### src/rtl/dm_arb_pkg.sv
// Shared types and default constants for the data-memory port arbiter.
package dm_arb_pkg;

    typedef enum logic {
        NORMAL = 1'b0,
        BOOST  = 1'b1
    } arb_state_e;

    typedef enum logic {
        OWN_PIPE = 1'b0,
        OWN_DBG  = 1'b1
    } owner_e;

    localparam logic [2:0] OP_WORD_DEF    = 3'd0;
    localparam int         STARVE_MAX_DEF = 8;

endpackage

### src/rtl/dm_arb_starve.sv
// Debug starvation counter plus NORMAL/BOOST priority FSM.
// Optional macro DM_ARB_STATS_EN exposes a one-cycle BOOST-entry strobe.
module dm_arb_starve
    import dm_arb_pkg::*;
#(
    parameter int STARVE_MAX = STARVE_MAX_DEF
) (
    input  logic clk,
    input  logic rst,
    input  logic en,
    input  logic d_req,
    input  logic d_gnt,
`ifdef DM_ARB_STATS_EN
    output logic boost_enter,
`endif
    output logic force_dbg
);

    localparam int CNT_W = (STARVE_MAX > 1) ? $clog2(STARVE_MAX) : 1;
    localparam logic [CNT_W-1:0] CNT_TOP = CNT_W'(STARVE_MAX - 1);

    arb_state_e       state_q, state_d;
    logic [CNT_W-1:0] starve_cnt_q, starve_cnt_d;
    logic             enter_boost;

    // Next-state: count denied debug cycles, escalate to BOOST on the last one.
    always_comb begin
        state_d      = state_q;
        starve_cnt_d = starve_cnt_q;
        enter_boost  = 1'b0;
        if (en) begin
            if (d_gnt || !d_req) begin
                starve_cnt_d = '0;
            end else if (starve_cnt_q != CNT_TOP) begin
                starve_cnt_d = starve_cnt_q + CNT_W'(1);
            end
            case (state_q)
                NORMAL: begin
                    if (d_req && !d_gnt && (starve_cnt_q == CNT_TOP)) begin
                        state_d     = BOOST;
                        enter_boost = 1'b1;
                    end
                end
                BOOST:   state_d = NORMAL;
                default: state_d = NORMAL;
            endcase
        end
    end

    // State and counter registers.
    always_ff @(posedge clk or posedge rst) begin
        if (rst) begin
            state_q      <= NORMAL;
            starve_cnt_q <= '0;
        end else begin
            state_q      <= state_d;
            starve_cnt_q <= starve_cnt_d;
        end
    end

    assign force_dbg = (state_q == BOOST);

`ifdef DM_ARB_STATS_EN
    assign boost_enter = enter_boost;
`endif

endmodule

### src/rtl/dm_port_arbiter.sv
// Two-requester arbiter for the single synchronous data memory.
// Optional macro DM_ARB_STATS_EN adds conflict/BOOST-entry counters.
module dm_port_arbiter
    import dm_arb_pkg::*;
#(
    parameter int              ADDR_W     = 10,
    parameter int              OP_W       = 3,
    parameter logic [OP_W-1:0] OP_WORD    = OP_WORD_DEF,
    parameter int              STARVE_MAX = STARVE_MAX_DEF
) (
    input  logic              clk,
    input  logic              rst,
    input  logic              en,
    input  logic              p_req,
    input  logic              p_we,
    input  logic [OP_W-1:0]   p_op,
    input  logic [ADDR_W+1:0] p_addr,
    input  logic [31:0]       p_wdata,
    output logic              p_stall,
    output logic              p_rvalid,
    output logic [31:0]       p_rdata,
    input  logic              d_req,
    input  logic              d_we,
    input  logic [ADDR_W-1:0] d_addr,
    input  logic [31:0]       d_wdata,
    output logic              d_gnt,
    output logic              d_rvalid,
    output logic [31:0]       d_rdata,
    output logic              m_en,
    output logic              m_we,
    output logic [OP_W-1:0]   m_op,
    output logic [ADDR_W+1:0] m_addr,
    output logic [31:0]       m_wdata,
`ifdef DM_ARB_STATS_EN
    output logic [31:0]       stat_conflict,
    output logic [31:0]       stat_boost,
`endif
    input  logic [31:0]       m_rdata
);

    logic   active;
    logic   force_dbg;
    logic   p_gnt;
    logic   rvalid_q, rvalid_d;
    owner_e rd_owner_q, rd_owner_d;

    // Reset forces the combinational handshake outputs low as well.
    assign active = en & ~rst;

`ifdef DM_ARB_STATS_EN
    logic boost_enter;
`endif

    dm_arb_starve #(
        .STARVE_MAX (STARVE_MAX)
    ) u_starve (
        .clk         (clk),
        .rst         (rst),
        .en          (en),
        .d_req       (d_req),
        .d_gnt       (d_gnt),
`ifdef DM_ARB_STATS_EN
        .boost_enter (boost_enter),
`endif
        .force_dbg   (force_dbg)
    );

    // Grant decision and memory-port steering from the winner.
    always_comb begin
        d_gnt   = active & d_req & (force_dbg | ~p_req);
        p_gnt   = active & p_req & ~d_gnt;
        p_stall = active & p_req & ~p_gnt;
        m_en    = 1'b0;
        m_we    = 1'b0;
        m_op    = '0;
        m_addr  = '0;
        m_wdata = '0;
        if (d_gnt) begin
            m_en    = 1'b1;
            m_we    = d_we;
            m_op    = OP_WORD;
            m_addr  = {d_addr, 2'b00};
            m_wdata = d_wdata;
        end else if (p_gnt) begin
            m_en    = 1'b1;
            m_we    = p_we;
            m_op    = p_op;
            m_addr  = p_addr;
            m_wdata = p_wdata;
        end
    end

    // Remember who issued a granted read so the data returns to them.
    always_comb begin
        rvalid_d   = rvalid_q;
        rd_owner_d = rd_owner_q;
        if (en) begin
            rvalid_d = m_en & ~m_we;
            if (m_en) begin
                rd_owner_d = d_gnt ? OWN_DBG : OWN_PIPE;
            end
        end
    end

    // Read-return registers.
    always_ff @(posedge clk or posedge rst) begin
        if (rst) begin
            rvalid_q   <= 1'b0;
            rd_owner_q <= OWN_PIPE;
        end else begin
            rvalid_q   <= rvalid_d;
            rd_owner_q <= rd_owner_d;
        end
    end

    assign p_rvalid = rvalid_q & (rd_owner_q == OWN_PIPE);
    assign d_rvalid = rvalid_q & (rd_owner_q == OWN_DBG);
    assign p_rdata  = m_rdata;
    assign d_rdata  = m_rdata;

`ifdef DM_ARB_STATS_EN
    logic [31:0] stat_conflict_q, stat_conflict_d;
    logic [31:0] stat_boost_q, stat_boost_d;

    // Statistics next-state: both counters frozen while disabled.
    always_comb begin
        stat_conflict_d = stat_conflict_q;
        stat_boost_d    = stat_boost_q;
        if (en) begin
            if (p_req && d_req) stat_conflict_d = stat_conflict_q + 32'd1;
            if (boost_enter)    stat_boost_d    = stat_boost_q + 32'd1;
        end
    end

    // Statistics registers.
    always_ff @(posedge clk or posedge rst) begin
        if (rst) begin
            stat_conflict_q <= '0;
            stat_boost_q    <= '0;
        end else begin
            stat_conflict_q <= stat_conflict_d;
            stat_boost_q    <= stat_boost_d;
        end
    end

    assign stat_conflict = stat_conflict_q;
    assign stat_boost    = stat_boost_q;
`endif

endmodule

### config.mk
export PLATFORM = sky130hd
export DESIGN_NAME = dm_port_arbiter
export DESIGN_NICKNAME = d
export VERILOG_FILES = /design/src/rtl/dm_arb_pkg.sv /design/src/rtl/dm_arb_starve.sv /design/src/rtl/dm_port_arbiter.sv
export SDC_FILE = /design/constraint.sdc
export NUM_CORES = 1
export LEC_CHECK = 0
export ABC_CLOCK_PERIOD_IN_PS = 5100
export CAP_MARGIN = 20
export CELL_PAD_IN_SITES_DETAIL_PLACEMENT = 1
export CELL_PAD_IN_SITES_GLOBAL_PLACEMENT = 1
export CORE_MARGIN = 5
export CORE_UTILIZATION = 13
export CTS_CLUSTER_SIZE = 8
export DETAILED_ROUTE_END_ITERATION = 8
export PLACE_DENSITY_LB_ADDON = 0.1
export SLEW_MARGIN = 10
export SYNTH_ARGS = -nofsm -noshare
export SYNTH_HDL_FRONTEND = slang
export SYNTH_SLANG_ARGS = --single-unit
### constraint.sdc
create_clock -name clk -period 5.1 [get_ports clk]
set_input_delay 1.53 -clock clk [delete_from_list [all_inputs] [get_ports clk]]
set_output_delay 1.53 -clock clk [all_outputs]
set_load 0.02 [all_outputs]
After elaboration in Yosys (flattened, before gate mapping) --
Cells that the tools add are included.
Word-level totals: register bits after elaboration 6, bits in latches 0, bits in writable memories 0, ROM bits 0, output and inout bits 117, word-level logic and storage cells 47, memories kept 0
Cells by class: add/sub/neg operators 1, $mul 0, div/mod/pow operators 0, magnitude comparators 0, eq/ne operators 2, shift-type cells 0, mux-type cells 15, bitwise operators 17, reductions and logical operators 8
Operators by type and width (number):
- 32-bit two-way mux | 2
- 12-bit two-way mux | 2
- 3-bit two-way mux | 4
- 1-bit AND | 9
- 1-bit NOT | 7
- 1-bit two-way mux | 6
- 2-bit AND reduction | 2
- 3-bit by 1-bit adder with 3-bit output (second input constant) | 1
- 3-bit equality test (second input constant) | 1
- 3-bit inequality test (second input constant) | 1
- 1-bit logical AND | 2
- 1-bit zero test | 2
- 1-bit one-hot mux with 2 select lines | 1
- 2-bit nonzero test | 1
- 1-bit logical OR | 1
- 1-bit bitwise OR | 1

Depth between registers and ports, before layout --
depth in word-level cells 10, depth in mapped cells 6, mapped depth without buffers 5

Cells and area by module --
From an unflattened synthesis, not the netlist that was laid out.
Unflattened totals: cells, all modules 163, area, all modules 1366.3 µm²
By module, submodules not included:
- dm_port_arbiter | times used 1, cells an instance 142, area each 1129.8 µm², seq. area each 50.0 µm²
- dm_arb_starve | times used 1, cells an instance 21, area each 236.5 µm², seq. area each 100.1 µm²

Least setup slack after synthesis --
Ideal clock, no wire load.
kind input port to output port, start point input port en, end point output port m_addr[10], arrival time 2487 ps, data required time 3570 ps, slack 1083 ps, cell stages on the path 6, path through buf_6 > nor2b_4 > and3_4 > buf_6 > buf_6 > a22o_1
Between the ends: cells in the longest elaborated chain, start to end 7
RTL lines:
- start: declaration | RTL line dm_port_arbiter.sv:13 | input logic en,
- 1-bit AND * | RTL line dm_port_arbiter.sv:48 | assign active = en & ~rst;
- 1-bit AND * (2 in a row) | RTL line dm_port_arbiter.sv:70 | d_gnt = active & d_req & (force_dbg | ~p_req);
- net d_gnt | RTL line dm_port_arbiter.sv:26 | output logic d_gnt,
- 1-bit NOT | RTL line dm_port_arbiter.sv:71 | p_gnt = active & p_req & ~d_gnt;
- 1-bit AND | RTL line dm_port_arbiter.sv:71
- 12-bit two-way mux | RTL line dm_port_arbiter.sv:84 | end else if (p_gnt) begin
- 12-bit two-way mux * | RTL line dm_port_arbiter.sv:78 | if (d_gnt) begin
- end: declaration | RTL line dm_port_arbiter.sv:32 | output logic [ADDR_W+1:0] m_addr,
The timed path passes the listed nets; every way through them passes the cells marked *.

Worst setup path in the final report --
start point input port rst, end point output port m_addr[9]
Between the ends: cells in the longest elaborated chain, start to end 8
RTL lines:
- start: declaration | RTL line dm_port_arbiter.sv:12 | input logic rst,
- 1-bit NOT * | RTL line dm_port_arbiter.sv:48
- 1-bit AND * | RTL line dm_port_arbiter.sv:48
- 1-bit AND (2 in a row) | RTL line dm_port_arbiter.sv:70
- 1-bit NOT | RTL line dm_port_arbiter.sv:71
- 1-bit AND | RTL line dm_port_arbiter.sv:71
- 12-bit two-way mux | RTL line dm_port_arbiter.sv:84
- 12-bit two-way mux * | RTL line dm_port_arbiter.sv:78
Every way passes the cells marked *; elsewhere a longest branch is shown, timed or not.

==> results.tsv <==
metric	value	unit
max_cap_viol_count	0	
cts_sinks	6	
arrival	3470	ps
crit_path_cell_trace	clkdlybuf4s50_1 > nand3b_1 > a21oi_4 > buf_4 > a22o_1 > clkdlybuf4s50_1	
placed_cells	381	
grt_pass1_wl	9.73	mm
cts_tree	yes	
fin_crit	5000	ps
setup_violations	0	
slew_viol_final	0	
ys_types	24	
synth_area	0.00137	mm2
drtPass1Iterations	4	
slew-limit-headroom	78.7	%
clock_skew	0.514	ps
dp_hpwl	5.59	mm
max_freq	0.200	GHz
die_area	0.0127	mm2
end_kind	output port	
gp_congestion	0.703	
slowest_delay	630	ps
syn_to_final_growth	96.2	%
dr_total_vias	1512	
fin_util	26.0	%
core-area	0.0103	mm2
worst-path-max-fanout	10	
grt_pass1_vias	1622	
h-tree-depth	1	
pin_count	245	
drc_errors	0	
hold_ws	491	ps
worstMarginPinSlew	319	ps
holdCritPathClass	reg2reg	
path_common_cell	clkdlybuf4s50_1	
postSynthAreaPerCell	8.41	um2
dp_slack	38.5	ps
cts_buffer_depth	2	
power_frac_seq	18.0	%
fin_nets	382	
root_buffer	clkbuf_8	
numCtsBuffers	3	
pwr-share-comb	58.8	%
drt-wirelength-per-cell	17.8	um
outcome	finished clean	
drt_iter0_drc	42	
grt_usage	9.60	%
ys_seq_elements	6	
drive_above_1_share	7.20	%
hold_viol	0	
initial_utilization	13.3	%
worst_slack	100	ps
finalNonFillerCells	386	
powerDensity	112	mW/mm2
vias_per_cell	3.92	
ff2ff_setup_slack	3680	ps
layout_commonest_cell	clkdlybuf4s50_1	
swShare	28.4	%
clkLatencyLatePin	220	ps
routed_wl	6.88	mm
ctsHoldBuffers	0	
mostFrequentLayoutCells	clkdlybuf4s50_1 (124), a22o_1 (44), dlymetal6s2s_1 (24), buf_4 (7)	
required	3570	ps
gr-total-overflow	0	
io_buffers	148	
p_clk_share	23.2	%
core.rowCount	37	
fin_crit_sh	98.0	%
antenna_cells	0	
dieHeight	113	um
die_w	113	um
ir_drop	0.0000838	V
leakagePower	1.41	nW
power_switching	86.0	uW
critPathKind	in2out	
antenna_found_initial	0	
yosys_warnings	0	
synth_seq_area_share	11.0	%
synthCells	163	
synth_nets	293	
internal_power	216	uW
crit_path_start_kind	input pin	
clkTransAtPathRegs	40	ps
cpMaxStageDelayCell	clkdlybuf4s50_1	
antenna_left	0	
grt_max_degree	39	
-- worst paths after layout --
kind | start | end | cells after the start
max | rst | m_addr[9] | 6
min in group asynchronous | rst | u_starve.starve_cnt_q[0]$_DFFE_PP0P_ | 3
max in group asynchronous | rst | rvalid_q$_DFFE_PP0P_ | 3
max reg2reg | u_starve.starve_cnt_q[0]$_DFFE_PP0P_ | u_starve.starve_cnt_q[0]$_DFFE_PP0P_ | 5
min | u_starve.starve_cnt_q[2]$_DFFE_PP0P_ | u_starve.starve_cnt_q[2]$_DFFE_PP0P_ | 1
min reg2reg | u_starve.starve_cnt_q[2]$_DFFE_PP0P_ | u_starve.starve_cnt_q[2]$_DFFE_PP0P_ | 1
-- flip-flops by register name, indices dropped and copies added, names as in the netlist --
| signal | cells |
|---|---|
| u_starve.force_dbg | 1 |
| rd_owner_q | 1 |
| u_starve.starve_cnt_q | 3 |
| rvalid_q | 1 |
-- Yosys cell counts, drive strengths merged --
cell    number  area (um2)
nand3b       1        7.51
a21o         1        7.51
o22ai        2        12.5
dfrtp        6         150
nand2        2        7.51
a21boi       2        15.0
and3         1        11.3
a21oi        2        13.8
a22o        44         385
and2         6        37.5
ha           2        25.0
buf         75         581
nand2b       1        6.26
nor2         5        18.8
nor2b        3        26.3
a32oi        1        8.76
mux2         1        11.3
nand4        1        6.26
a32o         2        20.0
inv          5        18.8
-- power groups by stage --
stage / Clock [mW] / Sequential [mW] / Combinational (mW)
3_5_place_dp: 0 / 0.0548 / 0.179
6_report: 0.0702 / 0.0544 / 0.178
3_3_place_gp: 0 / 0.0547 / 0.179
4_1_cts: 0.0723 / 0.0545 / 0.180
2_1_floorplan: 0 / 0.0539 / 0.132
5_1_grt: 0.0747 / 0.0550 / 0.190
-- metal layers --
metal	GRT usage, %	routed length (um)
met3	2.59	534
met1	10.2	2600
met4	2.88	127
met5	0	0
met2	18.2	3620
-- what timing repair did --
| action | CTS | global route |
|---|---|---|
| setup buffers | 0 | 1 |
| hold endpoints to repair | 0 | 0 |
| endpoints found under the setup margin | 0 | 36 |
| resized for setup | 0 | 24 |
-- metrics by stage --
stage | power [mW] | cell area, um2 | setup TNS (ps)
floorplan | 0.186 | 1370 | 0
global placement | 0.234 | 2550 | 0
detailed placement | 0.234 | 2550 | 0
CTS | 0.307 | 2590 | 0
global route | 0.319 | 2690 | -1.79
finish | 0.302 | 2690 | 0
-- worst max-delay path, delay by kind of cell --
kind	cells	cell delay (ps)
buffers and inverters	3	1330
AO/OA/AOI/OAI	2	350
AND/OR/NAND/NOR	1	260
-- final cells by class --
type	instances	area (um2)
fillers	1209	7640
repair buffers	159	1680
multi-input cells	77	628
well taps	136	170
flip-flops and latches	6	150
clock buffers	3	41.3
inverters	5	18.8
-- cell families (layout without fill, tap and decap cells) --
group | after synthesis | count (layout) | share of synthesized area, %
fa+ha+maj | 2 | 2 | 1.83
compound gates | 54 | 54 | 33.8
mux | 1 | 1 | 0.822
simple gates | 20 | 20 | 8.86
buf+inv | 80 | 167 | 43.7
flops | 6 | 6 | 11.0
(Power assumes the default switching activity.)
